[config.mk]
export PLATFORM = sky130hd
export DESIGN_NAME = ebs_regfile_read_arbiter_flat
export DESIGN_NICKNAME = d
export VERILOG_FILES = /design/src/rtl/ebs_regfile_read_arbiter_if.sv /design/src/rtl/ebs_regfile_read_arbiter.sv /design/src/flat_wrapper.sv
export SDC_FILE = /design/constraint.sdc
export NUM_CORES = 2
export LEC_CHECK = 0
export CORE_ASPECT_RATIO = 0.5
export CORE_UTILIZATION = 40
export DETAILED_ROUTE_END_ITERATION = 10
export PLACE_DENSITY = 0.74
export SLEW_MARGIN = 15
export SYNTH_ARGS = -nofsm -noshare
export SYNTH_HDL_FRONTEND = slang
export SYNTH_SLANG_ARGS = --single-unit
[constraint.sdc]
create_clock -name clk_i -period 36.7 [get_ports clk_i]
set_clock_uncertainty 0.1 [all_clocks]
set_input_delay 5.505 -clock clk_i [delete_from_list [all_inputs] [get_ports clk_i]]
set_output_delay 5.505 -clock clk_i [all_outputs]
set_load 0.02 [all_outputs]
[src/rtl/ebs_regfile_read_arbiter_if.sv]
// rtl/ebs_regfile_read_arbiter_if.sv - requester request/response bundle for the regfile read arbiter
interface ebs_regfile_read_arbiter_if #(
    parameter int NR_REQ = 6,
    parameter int XLEN   = 64
);
    logic [NR_REQ-1:0]           req_valid;
    logic [NR_REQ-1:0][4:0]      req_addr;
    logic [NR_REQ-1:0]           req_ready;
    logic [NR_REQ-1:0]           rsp_valid;
    logic [NR_REQ-1:0][XLEN-1:0] rsp_data;
    logic [NR_REQ-1:0]           rsp_ready;

    modport master (
        output req_valid, req_addr, rsp_ready,
        input  req_ready, rsp_valid, rsp_data
    );

    modport slave (
        input  req_valid, req_addr, rsp_ready,
        output req_ready, rsp_valid, rsp_data
    );
endinterface

[src/rtl/ebs_regfile_read_arbiter.sv]
// rtl/ebs_regfile_read_arbiter.sv - round-robin sharing of the four EBS regfile read ports
module ebs_regfile_read_arbiter #(
    parameter int NR_REQ   = 6,
    parameter int NR_SLOTS = 4,
    parameter int XLEN     = 64,
    parameter int CNT_W    = 16
) (
    input  logic                          clk_i,
    input  logic                          rst_i,
    input  logic                          flush_i,
    ebs_regfile_read_arbiter_if.slave     req_if,
    output logic [NR_SLOTS-1:0][4:0]      regfile_opts_o,
    input  logic [NR_SLOTS-1:0][XLEN-1:0] regfile_data_i,
    output logic [CNT_W-1:0]              conflict_cnt_o
);
    localparam int PTR_W  = (NR_REQ > 1) ? $clog2(NR_REQ) : 1;
    localparam int SLOT_W = $clog2(NR_SLOTS);
    localparam int ECNT_W = $clog2(NR_REQ + NR_SLOTS + 1);

    logic [NR_REQ-1:0]             eligible;
    logic [NR_REQ-1:0]             grant;
    logic [NR_REQ-1:0][SLOT_W-1:0] slot_sel;
    logic [SLOT_W:0]               n_gnt;
    logic [PTR_W:0]                idx;
    logic [PTR_W:0]                ptr_inc;
    logic [PTR_W-1:0]              sel;
    logic [PTR_W-1:0]              last_gnt;
    logic [ECNT_W-1:0]             elig_cnt;

    logic [PTR_W-1:0]              rr_ptr_q, rr_ptr_d;
    logic [NR_REQ-1:0]             rsp_valid_q, rsp_valid_d;
    logic [NR_REQ-1:0][XLEN-1:0]   rsp_data_q, rsp_data_d;
    logic [CNT_W-1:0]              conflict_cnt_q, conflict_cnt_d;

    // A full buffer being drained this cycle may accept a new grant.
    assign eligible = req_if.req_valid & (~rsp_valid_q | req_if.rsp_ready)
                    & {NR_REQ{~flush_i & ~rst_i}};

    always_comb begin
        grant          = '0;
        slot_sel       = '0;
        regfile_opts_o = '0;
        n_gnt          = '0;
        idx            = '0;
        sel            = '0;
        last_gnt       = rr_ptr_q;
        ptr_inc        = '0;
        rr_ptr_d       = rr_ptr_q;
        for (int j = 0; j < NR_REQ; j++) begin
            idx = {1'b0, rr_ptr_q} + (PTR_W+1)'(j);
            if (idx >= (PTR_W+1)'(NR_REQ)) begin
                idx = idx - (PTR_W+1)'(NR_REQ);
            end
            sel = idx[PTR_W-1:0];
            if (eligible[sel] && (n_gnt < (SLOT_W+1)'(NR_SLOTS))) begin
                grant[sel]                        = 1'b1;
                slot_sel[sel]                     = n_gnt[SLOT_W-1:0];
                regfile_opts_o[n_gnt[SLOT_W-1:0]] = req_if.req_addr[sel];
                n_gnt                             = n_gnt + (SLOT_W+1)'(1);
                last_gnt                          = sel;
            end
        end
        ptr_inc = {1'b0, last_gnt} + (PTR_W+1)'(1);
        if (|grant) begin
            rr_ptr_d = (ptr_inc == (PTR_W+1)'(NR_REQ)) ? '0 : ptr_inc[PTR_W-1:0];
        end
    end

    always_comb begin
        elig_cnt = '0;
        for (int i = 0; i < NR_REQ; i++) begin
            elig_cnt = elig_cnt + ECNT_W'(eligible[i]);
        end
        conflict_cnt_d = conflict_cnt_q;
        if ((elig_cnt > ECNT_W'(NR_SLOTS)) && (conflict_cnt_q != {CNT_W{1'b1}})) begin
            conflict_cnt_d = conflict_cnt_q + CNT_W'(1);
        end
    end

    // Grant wins over a same-cycle drain; flush wins over both.
    always_comb begin
        rsp_valid_d = rsp_valid_q;
        rsp_data_d  = rsp_data_q;
        for (int i = 0; i < NR_REQ; i++) begin
            if (flush_i) begin
                rsp_valid_d[i] = 1'b0;
            end else if (grant[i]) begin
                rsp_valid_d[i] = 1'b1;
                rsp_data_d[i]  = (req_if.req_addr[i] == 5'd0) ? '0 : regfile_data_i[slot_sel[i]];
            end else if (rsp_valid_q[i] && req_if.rsp_ready[i]) begin
                rsp_valid_d[i] = 1'b0;
            end
        end
    end

    always_ff @(posedge clk_i or posedge rst_i) begin
        if (rst_i) begin
            rr_ptr_q       <= '0;
            rsp_valid_q    <= '0;
            rsp_data_q     <= '0;
            conflict_cnt_q <= '0;
        end else begin
            rr_ptr_q       <= rr_ptr_d;
            rsp_valid_q    <= rsp_valid_d;
            rsp_data_q     <= rsp_data_d;
            conflict_cnt_q <= conflict_cnt_d;
        end
    end

    assign req_if.req_ready = grant;
    assign req_if.rsp_valid = rsp_valid_q;
    assign req_if.rsp_data  = rsp_data_q;
    assign conflict_cnt_o   = conflict_cnt_q;
endmodule
[src/flat_wrapper.sv]
// flat-port wrapper written by rule: the top's interface ports become plain ports
module ebs_regfile_read_arbiter_flat 
#(
    parameter int NR_REQ   = 6,
    parameter int NR_SLOTS = 4,
    parameter int XLEN     = 64,
    parameter int CNT_W    = 16
)
  (clk_i, rst_i, flush_i, regfile_opts_o, regfile_data_i, conflict_cnt_o, req_if_req_valid, req_if_req_addr, req_if_rsp_ready, req_if_req_ready, req_if_rsp_valid, req_if_rsp_data);
  ebs_regfile_read_arbiter_if #(.NR_REQ(NR_REQ), .XLEN(XLEN)) req_if_i ();
  input  logic clk_i;
  input  logic rst_i;
  input  logic flush_i;
  output logic [NR_SLOTS-1:0][4:0] regfile_opts_o;
  input  logic [NR_SLOTS-1:0][XLEN-1:0] regfile_data_i;
  output logic [CNT_W-1:0] conflict_cnt_o;
  input wire logic [$bits(req_if_i.req_valid)-1:0] req_if_req_valid;
  input wire logic [$bits(req_if_i.req_addr)-1:0] req_if_req_addr;
  input wire logic [$bits(req_if_i.rsp_ready)-1:0] req_if_rsp_ready;
  output wire logic [$bits(req_if_i.req_ready)-1:0] req_if_req_ready;
  output wire logic [$bits(req_if_i.rsp_valid)-1:0] req_if_rsp_valid;
  output wire logic [$bits(req_if_i.rsp_data)-1:0] req_if_rsp_data;
  assign req_if_i.req_valid = req_if_req_valid;
  assign req_if_i.req_addr = req_if_req_addr;
  assign req_if_i.rsp_ready = req_if_rsp_ready;
  assign req_if_req_ready = req_if_i.req_ready;
  assign req_if_rsp_valid = req_if_i.rsp_valid;
  assign req_if_rsp_data = req_if_i.rsp_data;
  ebs_regfile_read_arbiter #(.NR_REQ(NR_REQ), .NR_SLOTS(NR_SLOTS), .XLEN(XLEN), .CNT_W(CNT_W)) u_core (.clk_i(clk_i), .rst_i(rst_i), .flush_i(flush_i), .req_if(req_if_i), .regfile_opts_o(regfile_opts_o), .regfile_data_i(regfile_data_i), .conflict_cnt_o(conflict_cnt_o));
endmodule
Yosys cells after proc, flatten, opt, wreduce, memory -nomap -nowiden. Index checks and enable logic that the tools add are counted.

Register bits after elaboration: 409. Bits of input ports: 301. Output and inout bits: 432.

Add/subtract/negate cells: 22. $lt $le $gt $ge: 40. Eq/ne operators: 2. Multiplexer cells: 136. Bitwise operators: 13. Reductions and logical operators: 42.

Operators by type and width (count): $bmux 64 s2 (6); $mux 64 (12); $bwmux 20 (5); $mux 20 (5); $bmux 5 s3 (6); $mux 12 (5); $mux 5 (12); $mux 3 (17); $demux 5 s2 (5); $bwmux 12 (4); $mux 6 (6); $or 6x6->6 (6); $mux 1 (31); $demux 2 s3 (5); $logic_not 5->1 (6); $lt 2x3->1 const B (10); $lt 3x4->1 const B (6); $logic_and 1x1->1 (23); $ge 4x3->1 const B (5); $bmux 1 s3 (6); $demux 1 s3 (6); $ge 3x1->1 const B (6); $reduce_bool 3->1 (6); $sub 3x3->3 const B (6); other kinds (24) (50).

Longest topological paths before layout.
Word-level depth: 25. Mapped depth: 34. Gate-level depth less buffers: 26.

Worst setup path before layout. Ideal clock, no wire load.

Kind: input-to-output. Start point: in rst_i. End point: out req_if_req_ready[4]. Arrival time: 10.201 ns. Setup slack: 20.894 ns. Cell stages on the path: 23. Buffers on the path: 6. Path through: nor2_2 buf_2 nand4_1 nand2_1 a222oi_1 clkbuf_1 inv_1 ha_1 clkbuf_1 xnor2_1 ha_1 mux2_2 o21a_1 ha_1 inv_1 a31o_1 and4_1 buf_2 a221oi_1 mux2_2 clkbuf_1 clkbuf_1 inv_1.

Cells in the longest elaborated chain, start to end: 21. Elaborated cells on any way between the ends: 45.

Ends and longest elaborated chain: from (decl) (RTL line flat_wrapper.sv:12) `input logic rst_i;`; $not 1->1 * (RTL line ebs_regfile_read_arbiter.sv:37) `& {NR_REQ{~flush_i & ~rst_i}};`; $and 1x1->1 * (RTL line ebs_regfile_read_arbiter.sv:37); $and 6x6->6 * (RTL line ebs_regfile_read_arbiter.sv:37); $bmux 1 s3 (RTL line ebs_regfile_read_arbiter.sv:55) `if (eligible[sel] && (n_gnt < (SLOT_W+1)'(NR_SLOTS))) begin`; $mux 1 (implied by the code) (RTL line ebs_regfile_read_arbiter.sv:55); $mux 1 (RTL line ebs_regfile_read_arbiter.sv:55); $lt 1x3->1 (RTL line ebs_regfile_read_arbiter.sv:55); $logic_and 1x1->1 (RTL line ebs_regfile_read_arbiter.sv:55); [... 5 more ...]; $logic_and 1x1->1 (RTL line ebs_regfile_read_arbiter.sv:55); $mux 3 (RTL line ebs_regfile_read_arbiter.sv:55); $lt 3x3->1 (RTL line ebs_regfile_read_arbiter.sv:55); $logic_and 1x1->1 (RTL line ebs_regfile_read_arbiter.sv:55); $mux 3 (RTL line ebs_regfile_read_arbiter.sv:55); $lt 3x3->1 (RTL line ebs_regfile_read_arbiter.sv:55); $logic_and 1x1->1 (RTL line ebs_regfile_read_arbiter.sv:55); $mux 6 * (RTL line ebs_regfile_read_arbiter.sv:55); to (decl) (RTL line flat_wrapper.sv:20) `output wire logic [$bits(req_if_i.req_ready)-1:0] req_if_req_ready;`.

Every way passes the cells marked *; elsewhere a longest branch is shown, timed or not. The select of a mux whose other input is x is not followed.

==> flow_metrics.env <==
export IMPL_status="completed"
export IMPL_cts_setup_buffers=0
export IMPL_finalPower_uw=4690
export IMPL_yosysSeqAreaShare_pct=33.8
export IMPL_drive_above_1_share_pct=8.58
export IMPL_r2r_end="u_core.req_if.rsp_data[285]$_DFFE_PP0P_"
export IMPL_drv_slew=0
export IMPL_synth_edf_count=0
export IMPL_stdcell_area_mm2=0.0397
export IMPL_whs_ns=0.379
export IMPL_drt_iter0_markers=4203
export IMPL_syn_inst=3252
export IMPL_whs_path_depth=2
export IMPL_synth_top_area_share_pct=33.8
export IMPL_ff2ff_path_depth=26
export IMPL_synth_area_top_cells="dfrtp_1, mux2i_1, nand2_1"
export IMPL_cts_hold_buf=0
export IMPL_synth_distinct_cells=84
export IMPL_p_leak_uw=0.0165
export IMPL_antenna_found_initial=35
export IMPL_via_per_inst=6.74
export IMPL_cts_buffers=42
export IMPL_power_density_mw_per_mm2=118
export IMPL_cap_violations=0
export IMPL_dr_pass1_iters=6
export IMPL_rrSetupSlack_ns=26.65
export IMPL_cts_root_buf="clkbuf_16"
export IMPL_setup_tns_ns=0
export IMPL_critPathKind="primary input to primary output"
export IMPL_synth_most_common_cell="nand2_1"
export IMPL_initial_core_util_pct=40.9
export IMPL_finalNetCount=4102
export IMPL_ant_nets=0
export IMPL_wl_per_cell_um=32.2
export IMPL_core_area_mm2=0.0740
export IMPL_tightest_slew_ns=1.24
export IMPL_grt_max_degree=129
export IMPL_synth_nets=3577
export IMPL_post_route_period_util_pct=48.6
export IMPL_hold_end="u_core.req_if.rsp_data[336]$_DFFE_PP0P_"
export IMPL_synth_seq_cells=409
export IMPL_cts_resized=0
export IMPL_synth_flop_cell="dfrtp_1"
export IMPL_ys_async_sr_fraction_pct=100
export IMPL_yosys_top_cells_count="nand2_1, mux2i_1, dfrtp_1"
export IMPL_hp_class="register to register"
export IMPL_yosys_area_top_type="dfrtp_1"
export IMPL_fillers=6585
export IMPL_clkLatencyLatePin_ns=0.62
export IMPL_ys_warn_count=0
export IMPL_finalSetupViolCount=0
export IMPL_hold_viol_final=0
export IMPL_area_delta_synth_final_pct=31.0
export IMPL_reg2reg_from="u_core.rr_ptr_q[0]$_DFFE_PP0P_"
export IMPL_slew_headroom_pct=17.4
export IMPL_grt_pass1_wl_um=225000
export IMPL_stdcell_count=4851
export IMPL_max_freq_mhz=56.1
export IMPL_fp_row_count=70
export IMPL_wl_um=156000
export IMPL_grt_overflow=0
export IMPL_die_h_um=197
export IMPL_h_tree_depth=2
export IMPL_cts_tree="built"
export IMPL_cp_required_ns=31.09
export IMPL_avgSynthCellArea_um2=9.32
export IMPL_endpoint_kind="primary output"
export IMPL_arrival_ns=12.22
export IMPL_min_delay_start="u_core.req_if.rsp_data[336]$_DFFE_PP0P_"
export IMPL_vdd_ir_drop_worst_mv=0.0832
export IMPL_cts_sinks=409
export IMPL_drc=0
export IMPL_grt_pass1_vias=30500
export IMPL_layout_min_cycle_time_ns=17.83
export IMPL_vias=32700
export IMPL_die_area_mm2=0.0769
export IMPL_num_io_pins=733
export IMPL_gp_congestion=1.01
export IMPL_die_width_um=391
export IMPL_dp_hpwl_um=104000
export IMPL_placed_cells=4741
export IMPL_io_buffer_count=732
export IMPL_cp_start_kind="primary input"
export IMPL_clk_path_buf_depth=3
export IMPL_cts_reportedPaths_clkPinSlew_ns=0.07
export IMPL_track_usage_pct=39.2
export IMPL_place_area_mm2=0.0381
export IMPL_path_max_fanout=19
export IMPL_rsz0062_at_grt="false"
export IMPL_syn_area_mm2=0.0303
## per-stage QoR
stage	utilization [%]	setup WS (ns)
2_1_floorplan	-	19.72
3_3_place_gp	51.5	18.94
3_5_place_dp	51.5	18.93
4_1_cts	53.5	18.90
5_1_grt	53.6	18.48
6_report	53.6	18.87
## kinds of logic after synthesis
kind of cell | Yosys count | share of synthesized area [%]
compound gates | 942 | 24.7
simple gates | 887 | 13.2
mux | 625 | 21.3
flops | 409 | 33.8
buf+inv | 339 | 5.20
xor+xnor | 26 | 0.752
fa+ha+maj | 24 | 1.07
## how the worst max path moves through the flow
stage / endpoint / startpoint / slack, ns / depth (start not counted)
6_report: regfile_opts_o[13] / flush_i / 18.87 / 19
2_1_floorplan: u_core.conflict_cnt_o[0]$_DFFE_PP0P_ / rst_i / 19.72 / 1
4_1_cts: regfile_opts_o[12] / flush_i / 18.90 / 18
3_3_place_gp: regfile_opts_o[10] / flush_i / 18.94 / 18
5_1_grt: regfile_opts_o[12] / flush_i / 18.48 / 18
3_5_place_dp: regfile_opts_o[14] / flush_i / 18.93 / 18
## layout by cell type (no fill, tap or decap), types with 68 or more instances in the layout
cell type,n
and3_1,142
a22oi_1,71
o31ai_1,68
a21oi_1,98
o21ai_0,107
a211oi_1,199
nand2_1,540
mux2i_1,475
dfrtp_1,408
o221ai_1,138
mux2_2,88
clkdlybuf4s50_1,732
## layer usage
| layer | share of wire (%) | global-route usage (%) | vias to the layer above |
|---|---|---|---|
| li1 | - | - | 13600 |
| met1 | 40 | 52.5 | 16400 |
| met2 | 43 | 58.2 | 2202 |
| met3 | 9.9 | 8.01 | 589 |
| met4 | 7.8 | 23.7 | 6 |
| met5 | 0.026 | 0 | - |
## sequential cells by signal, summed over array words and instances (netlist names)
signal,cells
u_core.req_if.rsp_valid,6
u_core.req_if.rsp_data,384
u_core.rr_ptr_q,3
u_core.conflict_cnt_o,16
## cell type report
cell class | instances | area [µm²] | area share, %
inverter | 30 | 120 | 0.303
timing repair buffer | 790 | 7800 | 19.7
antenna | 34 | 85.1 | 0.214
sequential | 409 | 10200 | 25.8
clock buffer | 60 | 1210 | 3.05
multi-input combinational | 2504 | 18700 | 47.1
clock inverter | 16 | 277 | 0.697
tap | 1008 | 1260 | 3.18
## critical path, stage by stage
cell	delay, ns
clkdlybuf4s50_1	0.69
nor2_2	0.18
and4_1	0.26
or3_1	0.36
nand3_1	0.10
buf_4	0.28
inv_1	0.16
ha_1	0.53
xnor2_1	0.59
ha_1	0.34
mux2_2	0.26
o21a_1	0.31
ha_1	0.33
inv_1	0.08
a31o_1	0.16
nand4_2	0.25
nor3_1	0.92
mux2i_1	0.28
clkdlybuf4s50_1	0.63
## power by group
group / leakage, µW / total (µW) / internal, µW / switching (µW)
Sequential: 0.00516 / 823 / 673 / 150
Combinational: 0.0107 / 3380 / 1200 / 2180
Clock: 0.000726 / 488 / 274 / 213
Total: 0.0165 / 4690 / 2150 / 2540
(Power assumes the default switching activity.)
